===== src/rtl/lc3_pkg.sv =====
// Shared types and encodings for the LC-3 microsequencer.
// States, opcodes and datapath mux-select values.
package lc3_pkg;

    typedef enum logic [4:0] {
        StHalted, StF1, StF2, StF3, StDec,
        StAdd, StAnd, StNot, StBrT, StJmp,
        StJ1, StJ2, StL1, StL2, StL3,
        StS1, StS2, StS3, StP1, StP2
    } state_t;

    localparam logic [3:0] OP_BR    = 4'b0000;
    localparam logic [3:0] OP_ADD   = 4'b0001;
    localparam logic [3:0] OP_JSR   = 4'b0100;
    localparam logic [3:0] OP_AND   = 4'b0101;
    localparam logic [3:0] OP_LDR   = 4'b0110;
    localparam logic [3:0] OP_STR   = 4'b0111;
    localparam logic [3:0] OP_NOT   = 4'b1001;
    localparam logic [3:0] OP_JMP   = 4'b1100;
    localparam logic [3:0] OP_PAUSE = 4'b1101;

    localparam logic [1:0] PCMUX_INC   = 2'd0;
    localparam logic [1:0] PCMUX_BUS   = 2'd1;
    localparam logic [1:0] PCMUX_ADDER = 2'd2;

    localparam logic [1:0] DRMUX_IR = 2'd0;
    localparam logic [1:0] DRMUX_R7 = 2'd1;

    localparam logic [1:0] SR1MUX_DR  = 2'd0;
    localparam logic [1:0] SR1MUX_SR1 = 2'd1;

    localparam logic [1:0] ADDR2MUX_ZERO  = 2'd0;
    localparam logic [1:0] ADDR2MUX_OFF6  = 2'd1;
    localparam logic [1:0] ADDR2MUX_OFF9  = 2'd2;
    localparam logic [1:0] ADDR2MUX_OFF11 = 2'd3;

    localparam logic [1:0] ALUK_ADD   = 2'd0;
    localparam logic [1:0] ALUK_AND   = 2'd1;
    localparam logic [1:0] ALUK_NOT   = 2'd2;
    localparam logic [1:0] ALUK_PASSA = 2'd3;

    function automatic logic is_mem_state(input state_t s);
        return (s == StF2) || (s == StL2) || (s == StS3);
    endfunction

endpackage


===== src/rtl/lc3_wait_ctr.sv =====
// Memory-access wait counter: cleared while clr is high, counts up to MEM_WAIT-1
// and holds there with done asserted.
module lc3_wait_ctr #(
    parameter int unsigned MEM_WAIT = 2
) (
    input  logic Clk,
    input  logic Reset,
    input  logic clr,
    output logic done
);

    localparam logic [2:0] LAST = 3'(MEM_WAIT - 1);

    logic [2:0] cnt_q;

    always_ff @(posedge Clk) begin
        if (!Reset || clr) begin
            cnt_q <= '0;
        end else if (!done) begin
            cnt_q <= cnt_q + 3'd1;
        end
    end

    assign done = (cnt_q == LAST);

endmodule


===== src/rtl/lc3_control.sv =====
// LC-3 microsequencer: fetch/decode/execute FSM with Moore-decoded datapath controls.
// Optional PAUSE instruction (opcode 1101) enabled by defining LC3_PAUSE_EN.
module lc3_control
    import lc3_pkg::*;
#(
    parameter int unsigned MEM_WAIT = 2
) (
    input  logic        Clk,
    input  logic        Reset,
    input  logic        Run,
    input  logic        Continue,
    input  logic [15:0] IR,
    input  logic        BEN,
    output logic        LD_MAR,
    output logic        LD_MDR,
    output logic        LD_IR,
    output logic        LD_BEN,
    output logic        LD_CC,
    output logic        LD_REG,
    output logic        LD_PC,
    output logic        LD_LED,
    output logic        GatePC,
    output logic        GateMDR,
    output logic        GateALU,
    output logic        GateMARMUX,
    output logic [1:0]  PCMUX,
    output logic [1:0]  DRMUX,
    output logic [1:0]  SR1MUX,
    output logic        SR2MUX,
    output logic        ADDR1MUX,
    output logic [1:0]  ADDR2MUX,
    output logic [1:0]  ALUK,
    output logic        MIO_EN,
    output logic        Mem_OE,
    output logic        Mem_WE
);

    state_t state_q, state_d;
    logic   done;

    // Counter sits at zero outside memory states, so every entry starts a fresh count.
    lc3_wait_ctr #(
        .MEM_WAIT(MEM_WAIT)
    ) u_wait_ctr (
        .Clk  (Clk),
        .Reset(Reset),
        .clr  (!is_mem_state(state_q)),
        .done (done)
    );

    logic unused_ir;
    assign unused_ir = ^{IR[11:6], IR[4:0]};
`ifndef LC3_PAUSE_EN
    logic unused_continue;
    assign unused_continue = Continue;
`endif

    always_ff @(posedge Clk) begin
        if (!Reset) begin
            state_q <= StHalted;
        end else begin
            state_q <= state_d;
        end
    end

    always_comb begin
        state_d = state_q;
        unique case (state_q)
            StHalted: if (Run) state_d = StF1;
            StF1:     state_d = StF2;
            StF2:     if (done) state_d = StF3;
            StF3:     state_d = StDec;
            StDec: begin
                case (IR[15:12])
                    OP_ADD:   state_d = StAdd;
                    OP_AND:   state_d = StAnd;
                    OP_NOT:   state_d = StNot;
                    OP_BR:    state_d = BEN ? StBrT : StF1;
                    OP_JMP:   state_d = StJmp;
                    OP_JSR:   state_d = StJ1;
                    OP_LDR:   state_d = StL1;
                    OP_STR:   state_d = StS1;
`ifdef LC3_PAUSE_EN
                    OP_PAUSE: state_d = StP1;
`else
                    OP_PAUSE: state_d = StF1;
`endif
                    default:  state_d = StF1;
                endcase
            end
            StAdd, StAnd, StNot, StBrT, StJmp, StJ2, StL3: state_d = StF1;
            StJ1:     state_d = StJ2;
            StL1:     state_d = StL2;
            StL2:     if (done) state_d = StL3;
            StS1:     state_d = StS2;
            StS2:     state_d = StS3;
            StS3:     if (done) state_d = StF1;
`ifdef LC3_PAUSE_EN
            StP1:     if (Continue) state_d = StP2;
            StP2:     if (!Continue) state_d = StF1;
`endif
            default:  state_d = StHalted;
        endcase
    end

    always_comb begin
        LD_MAR     = 1'b0;
        LD_MDR     = 1'b0;
        LD_IR      = 1'b0;
        LD_BEN     = 1'b0;
        LD_CC      = 1'b0;
        LD_REG     = 1'b0;
        LD_PC      = 1'b0;
        LD_LED     = 1'b0;
        GatePC     = 1'b0;
        GateMDR    = 1'b0;
        GateALU    = 1'b0;
        GateMARMUX = 1'b0;
        PCMUX      = PCMUX_INC;
        DRMUX      = DRMUX_IR;
        SR1MUX     = SR1MUX_DR;
        SR2MUX     = 1'b0;
        ADDR1MUX   = 1'b0;
        ADDR2MUX   = ADDR2MUX_ZERO;
        ALUK       = ALUK_ADD;
        MIO_EN     = 1'b0;
        Mem_OE     = 1'b1;
        Mem_WE     = 1'b1;
        unique case (state_q)
            StF1: begin
                GatePC = 1'b1;
                LD_MAR = 1'b1;
                LD_PC  = 1'b1;
                PCMUX  = PCMUX_INC;
            end
            StF2, StL2: begin
                Mem_OE = 1'b0;
                MIO_EN = 1'b1;
                LD_MDR = done;
            end
            StF3: begin
                GateMDR = 1'b1;
                LD_IR   = 1'b1;
            end
            StDec: LD_BEN = 1'b1;
            StAdd, StAnd, StNot: begin
                SR1MUX  = SR1MUX_SR1;
                SR2MUX  = IR[5];
                GateALU = 1'b1;
                LD_REG  = 1'b1;
                LD_CC   = 1'b1;
                if (state_q == StAnd) begin
                    ALUK = ALUK_AND;
                end else if (state_q == StNot) begin
                    ALUK = ALUK_NOT;
                end
            end
            StBrT: begin
                ADDR2MUX = ADDR2MUX_OFF9;
                PCMUX    = PCMUX_ADDER;
                LD_PC    = 1'b1;
            end
            StJmp: begin
                SR1MUX  = SR1MUX_SR1;
                ALUK    = ALUK_PASSA;
                GateALU = 1'b1;
                PCMUX   = PCMUX_BUS;
                LD_PC   = 1'b1;
            end
            StJ1: begin
                GatePC = 1'b1;
                DRMUX  = DRMUX_R7;
                LD_REG = 1'b1;
            end
            StJ2: begin
                ADDR2MUX = ADDR2MUX_OFF11;
                PCMUX    = PCMUX_ADDER;
                LD_PC    = 1'b1;
            end
            StL1, StS1: begin
                ADDR1MUX   = 1'b1;
                ADDR2MUX   = ADDR2MUX_OFF6;
                GateMARMUX = 1'b1;
                LD_MAR     = 1'b1;
            end
            StL3: begin
                GateMDR = 1'b1;
                LD_REG  = 1'b1;
                LD_CC   = 1'b1;
            end
            StS2: begin
                SR1MUX  = SR1MUX_DR;
                ALUK    = ALUK_PASSA;
                GateALU = 1'b1;
                MIO_EN  = 1'b0;
                LD_MDR  = 1'b1;
            end
            StS3: Mem_WE = 1'b0;
`ifdef LC3_PAUSE_EN
            StP1: LD_LED = 1'b1;
`endif
            default: ;
        endcase
    end

endmodule

===== config.mk =====
export PLATFORM = sky130hd
export DESIGN_NAME = lc3_control
export DESIGN_NICKNAME = d
export VERILOG_FILES = /design/src/rtl/lc3_pkg.sv /design/src/rtl/lc3_wait_ctr.sv /design/src/rtl/lc3_control.sv
export SDC_FILE = /design/constraint.sdc
export NUM_CORES = 1
export LEC_CHECK = 0
export ABC_AREA = 1
export CAP_MARGIN = 0
export CORE_ASPECT_RATIO = 1.5
export CORE_MARGIN = 1.5
export CORE_UTILIZATION = 40
export CTS_CLUSTER_DIAMETER = 50
export DETAILED_ROUTE_END_ITERATION = 8
export HOLD_SLACK_MARGIN = 0.02
export PLACE_DENSITY = 0.81
export SYNTH_ARGS = -nofsm -noshare
export SYNTH_HDL_FRONTEND = slang
export SYNTH_SLANG_ARGS = --single-unit
export TNS_END_PERCENT = 1

===== constraint.sdc =====
create_clock -name Clk -period 1.8 [get_ports Clk]
set_input_delay 0.36 -clock Clk [delete_from_list [all_inputs] [get_ports Clk]]
set_output_delay 0.36 -clock Clk [all_outputs]
set_load 0.05 [all_outputs]

# Yosys cells after proc, flatten, opt, wreduce, memory -nomap -nowiden
# Cells that the tools add are included.
# W data, S select, Z words.
[word_totals] register_bits=8 inputBits=21 out_inout_bits=27 elab_cells=83
[op_classes] n_addsub=1 n_eq_ne=29 n_mux=29 n_reduce_logical=22
[ops] op="$pmux W5 S12" n=1
[ops] op="$eq A5 B4 Y1 const B" n=8
[ops] op="$pmux W4 S8" n=1
[ops] op="$eq A5 B3 Y1 const B" n=4
[ops] op="$mux W5" n=4
[ops] op="$eq A4 B3 Y1 const B" n=4
[ops] op="$mux W1" n=16
[ops] op="$reduce_or A2 Y1" n=6
[ops] op="$reduce_or A4 Y1" n=3
[ops] op="$eq A5 B2 Y1 const B" n=2
[ops] op="$eq A5 B5 Y1 const B" n=2
[ops] op="$reduce_or A5 Y1" n=2
[ops] op="$eq A4 B4 Y1 const B" n=2
[ops] op="$ne A2 B2 Y1 const B" n=4
[ops] op="$pmux W2 S2" n=2
[ops] op="$reduce_or A7 Y1" n=1
[ops] op="$pmux W2 S3" n=1
[ops] op="$reduce_or A3 Y1" n=2
[ops] op="$eq A5 B1 Y1 const B" n=1
[ops] op="$logic_not A5 Y1" n=1
[ops] op="$eq A4 B1 Y1 const B" n=1
[ops] op="$logic_not A4 Y1" n=1
[ops] op="$mux W2" n=2
[ops] op="$mux W4" n=1
[ops] op="other kinds (6)" n=9

# Longest topological paths before layout
[logic_depth] word_depth=5 mapped_depth=11 depth_no_buf=11

# By module
# Synthesis repeated with hierarchy kept, for this count alone.
[hier_totals] hier_cells=155 area_unflattened_um2=917.1
[modules_own_cells] mod="lc3_control" n_inst=1 cells_each=130 area_per_inst_um2=747.0 seq_area_each_um2=100.1
[modules_own_cells] mod="lc3_wait_ctr" n_inst=1 cells_each=25 area_per_inst_um2=170.2 seq_area_each_um2=60.1

# Worst setup path after synthesis
# No wires, ideal clock.
[synth_timing] path_type="reg2out" startpoint="reg state_q[4]" endpoint="out ALUK[0]" t_arrival_ns=1.962 t_required_ns=1.440 slack_ns=-0.522 stages_incl_launch_ff=6 path_buffers=0 cell_sequence="dfxtp_1 inv_2 nand3_1 nor2_1 nor2_1 o21ai_0"
[synth_via] elab_chain_cells=3 elab_cells_between_ends=9 classes_between="eq/ne (5); mux (2); reduce/logical (2)"
[synth_lines] element="start: declaration" line="lc3_control.sv:38" rtl="state_t state_q, state_d;"
[synth_lines] element="start signal: assignment" line="lc3_control.sv:60" rtl="state_q <= StHalted;"
[synth_lines] element="start signal: assignment" line="lc3_control.sv:62" rtl="state_q <= state_d;"
[synth_lines] element="$eq A5 B3 Y1 (tied with other cells)" line="lc3_control.sv:129, lc3_control.sv:152"
[synth_lines] element="$reduce_or A3 Y1 (tied with other cells)"
[synth_lines] element="$pmux W2 S2 (*)" line="lc3_control.sv:129" rtl="unique case (state_q)"
[synth_lines] element="end: declaration" line="lc3_control.sv:32" rtl="output logic [1:0] ALUK,"
# Mark *: on every way between the ends. The rest lies on a longest branch, timed or not.

# Final worst setup path
[layout_timing] startpoint="reg state_q[2]" endpoint="out LD_MDR"
[layout_via] elab_chain_cells=3 elab_cells_between_ends=5 classes_between="eq/ne (3); mux (1); reduce/logical (1)"
[layout_lines] element="$eq A5 B2 Y1 / $eq A5 B4 Y1 (equally long branches)" line="lc3_control.sv:129"
[layout_lines] element="$reduce_or A2 Y1" line="lc3_control.sv:129"
[layout_lines] element="$pmux W1 S2 (*)" line="lc3_control.sv:129"
[layout_lines] element="end: declaration" line="lc3_control.sv:15" rtl="output logic LD_MDR,"
# Marks and branches as above.

==> flow_metrics.tcl <==
set metrics [dict create \
    fin_tns_setup_ns -0.224 \
    async_reset_ff_frac 0 \
    clkSinkCount 8 \
    clk_path_buf_depth 2 \
    areaGrowthSynthToFinish_pct 85.9 \
    crit_fanout 5 \
    grt_max_degree 8 \
    antenna_found_initial 0 \
    cts.clk_slew.worst_paths_ns 0.05 \
    ir_drop_mv 0.755 \
    nets 207 \
    min_to "u_wait_ctr.cnt_q[1]" \
    core_mm2 0.00188 \
    drc_errors 0 \
    die_x_um 39.7 \
    endpoint_kind "output pin" \
    first_pass_iters 4 \
    antennaDiodeCount 0 \
    rrSetupSlack_ns 0.37 \
    drt_iter0_drc 39 \
    violations "negative setup slack" \
    worstSetupStartpoint "state_q[2]" \
    cts_inserted_buffers 3 \
    p_leak_uw 0.000717 \
    setup_viol 7 \
    setup_slack_ns -0.0801 \
    wl_per_cell_um 13.5 \
    routed_wl_um 2730 \
    yosys.cell_types.count 23 \
    p_comb_frac 0.721 \
    hold_depth 2 \
    grt_overflow 0 \
    yosysWarnings 0 \
    hpwl_um 2070 \
    max_cap_violations 0 \
    pwr-share-clk 0.099 \
    synth_edf_count 0 \
    gr-usage-all-layers 0.243 \
    p_sw_uw 689 \
    p_total_uw 1370 \
    skew_ns 0.00158 \
    critPathLaunchType "flop" \
    status "finished, violations left" \
    drive_above_1_share 0.368 \
    port_buffers 32 \
    grt_pass1_vias 1000 \
    r2r-end "state_q[1]" \
    p_int_uw 680 \
    p_sw_frac 0.503 \
    io_pins 48 \
    hp-class "flop to flop" \
    cts-root-buf "clkbuf_4" \
    fin_crit_ns 1.88 \
    netlist_area_um2 810 \
    yosysSeqAreaShare 0.198 \
    start_util 0.431 \
    grt_pass1_wl_um 3910 \
    ant_nets 0 \
    cts_max_level 1 \
    crit_required_ns 1.44 \
    vias_per_cell 5.24 \
    postSynthCellCount 144 \
    yosys_register_bits 8 \
    seq_power_share 0.180 \
    fmax_mhz 532 \
    worstSetupPathType "flop to output pin" \
    finalCritPeriodShare 1.04 \
    die_h_um 58.1 \
    gp_congestion 0.829 \
    avgSynthCellArea_um2 5.62 \
    worst-r2r-cell-count 8 \
    hold_buffers 0 \
    report.final.slew_viol_count 0 \
    crit-reg2reg-launch "state_q[2]" \
    die_area_mm2 0.00231 \
    clk_latency_ns 0.25 \
    cp.arrival_ns 1.52 \
    powerDensity_mw_per_mm2 909 \
    rows 19 \
    hold_path.startpoint "u_wait_ctr.cnt_q[1]" \
    finalHoldViolCount 0 \
    cts_tree "yes" \
    synth_flop_cell "dfxtp_1" \
    vias 1064 \
    rsz0062_at_grt "true" \
]
## stage by stage
step	std cells	setup slack [ns]	cell area (um^2)	utilization	hold slack, ns
final	203	-0.0801	1510	0.801	0.504
after global routing	203	-0.135	1510	0.801	0.536
after CTS	201	-0.0104	1460	0.779	0.507
after detailed placement	198	0.0719	1390	0.742	0.500
after global placement	198	0.110	1390	0.742	0.485
after floorplan	146	-0.311	826	-	0.473
## cells in the mapped netlist, types with 2 or more instances
library cell,number,share of area
nand4_1,2,0.015
nor2_1,20,0.093
nand2_1,35,0.16
a21oi_1,4,0.025
a31oi_1,3,0.023
ha_1,2,0.031
dfxtp_1,8,0.20
inv_1,26,0.12
nor2_2,5,0.039
nand3_1,10,0.062
o21ai_0,9,0.056
inv_2,3,0.014
buf_4,5,0.046
nand2_2,3,0.023
## cell usage in the layout (no fill, tap or decap), types with 3 or more instances in the layout
| cell | n |
|---|---|
| buf_4 | 7 |
| o21ai_0 | 4 |
| nor2_2 | 10 |
| nand2_2 | 5 |
| nor2_4 | 3 |
| buf_12 | 23 |
| inv_2 | 3 |
| a21oi_1 | 3 |
| o21ai_2 | 3 |
| nor2_1 | 13 |
| clkbuf_4 | 3 |
| clkdlybuf4s50_1 | 8 |
| inv_1 | 26 |
| nand3_1 | 8 |
| a31oi_1 | 3 |
| dfxtp_1 | 5 |
| conb_1 | 3 |
| nand2_1 | 33 |
## what timing repair did
item	4_1_cts	5_1_grt
resized for setup	17	8
setup buffers	0	2
endpoints found under the setup margin	12	16
pin swaps	2	3
## metal layers
| metal | GRT usage | up-vias | wire length, um |
|---|---|---|---|
| met4 | 0.177 | 0 | 53 |
| met5 | 0 | - | 0 |
| li1 | - | 519 | - |
| met3 | 0.0153 | 6 | 84 |
| met2 | 0.468 | 42 | 1640 |
| met1 | 0.207 | 497 | 953 |
## sequential cells by signal, summed over array words and instances (netlist names)
signal	cells
state_q	5
u_wait_ctr.cnt_q	3
## worst max path at each step
stage	endpoint	slack [ns]	cells past startpoint
after floorplan	ALUK[0]	-0.31	5
after global placement	state_q[0]	0.11	11
after detailed placement	state_q[0]	0.07	11
after CTS	ALUK[1]	-0.01	6
after global routing	LD_MDR	-0.14	6
final	LD_MDR	-0.08	6
## cell families after synthesis
logic type | synth area share
AND/OR/NAND/NOR | 0.436
buffers and inverters | 0.181
AO/OA/AOI/OAI | 0.139
flip-flops | 0.198
adder cells (fa/ha/maj) | 0.0309
XOR/XNOR | 0.0108
other | 0.00463
## area by class of cell
cell class	count	area, um^2
clock buffers	3	22.5
fillers	120	373
inverters	29	109
multi-input cells	104	588
flip-flops and latches	8	166
well taps	21	26.3
repair buffers	38	593
## worst max-delay path, stage by stage, from the launching register on
cell,delay (ns)
dfxtp_1,0.37
nor2_2,0.22
nand2_2,0.13
nor2_4,0.15
nor2_4,0.08
o21ai_2,0.16
buf_12,0.16
## power groups by stage
| stage | Clock, uW | Combinational [uW] | Sequential (uW) |
|---|---|---|---|
| after floorplan | 0 | 542 | 231 |
| after global placement | 0 | 892 | 234 |
| after detailed placement | 0 | 912 | 237 |
| after CTS | 137 | 937 | 241 |
| after global routing | 146 | 1040 | 249 |
| final | 136 | 986 | 247 |
(Power assumes the default switching activity.)
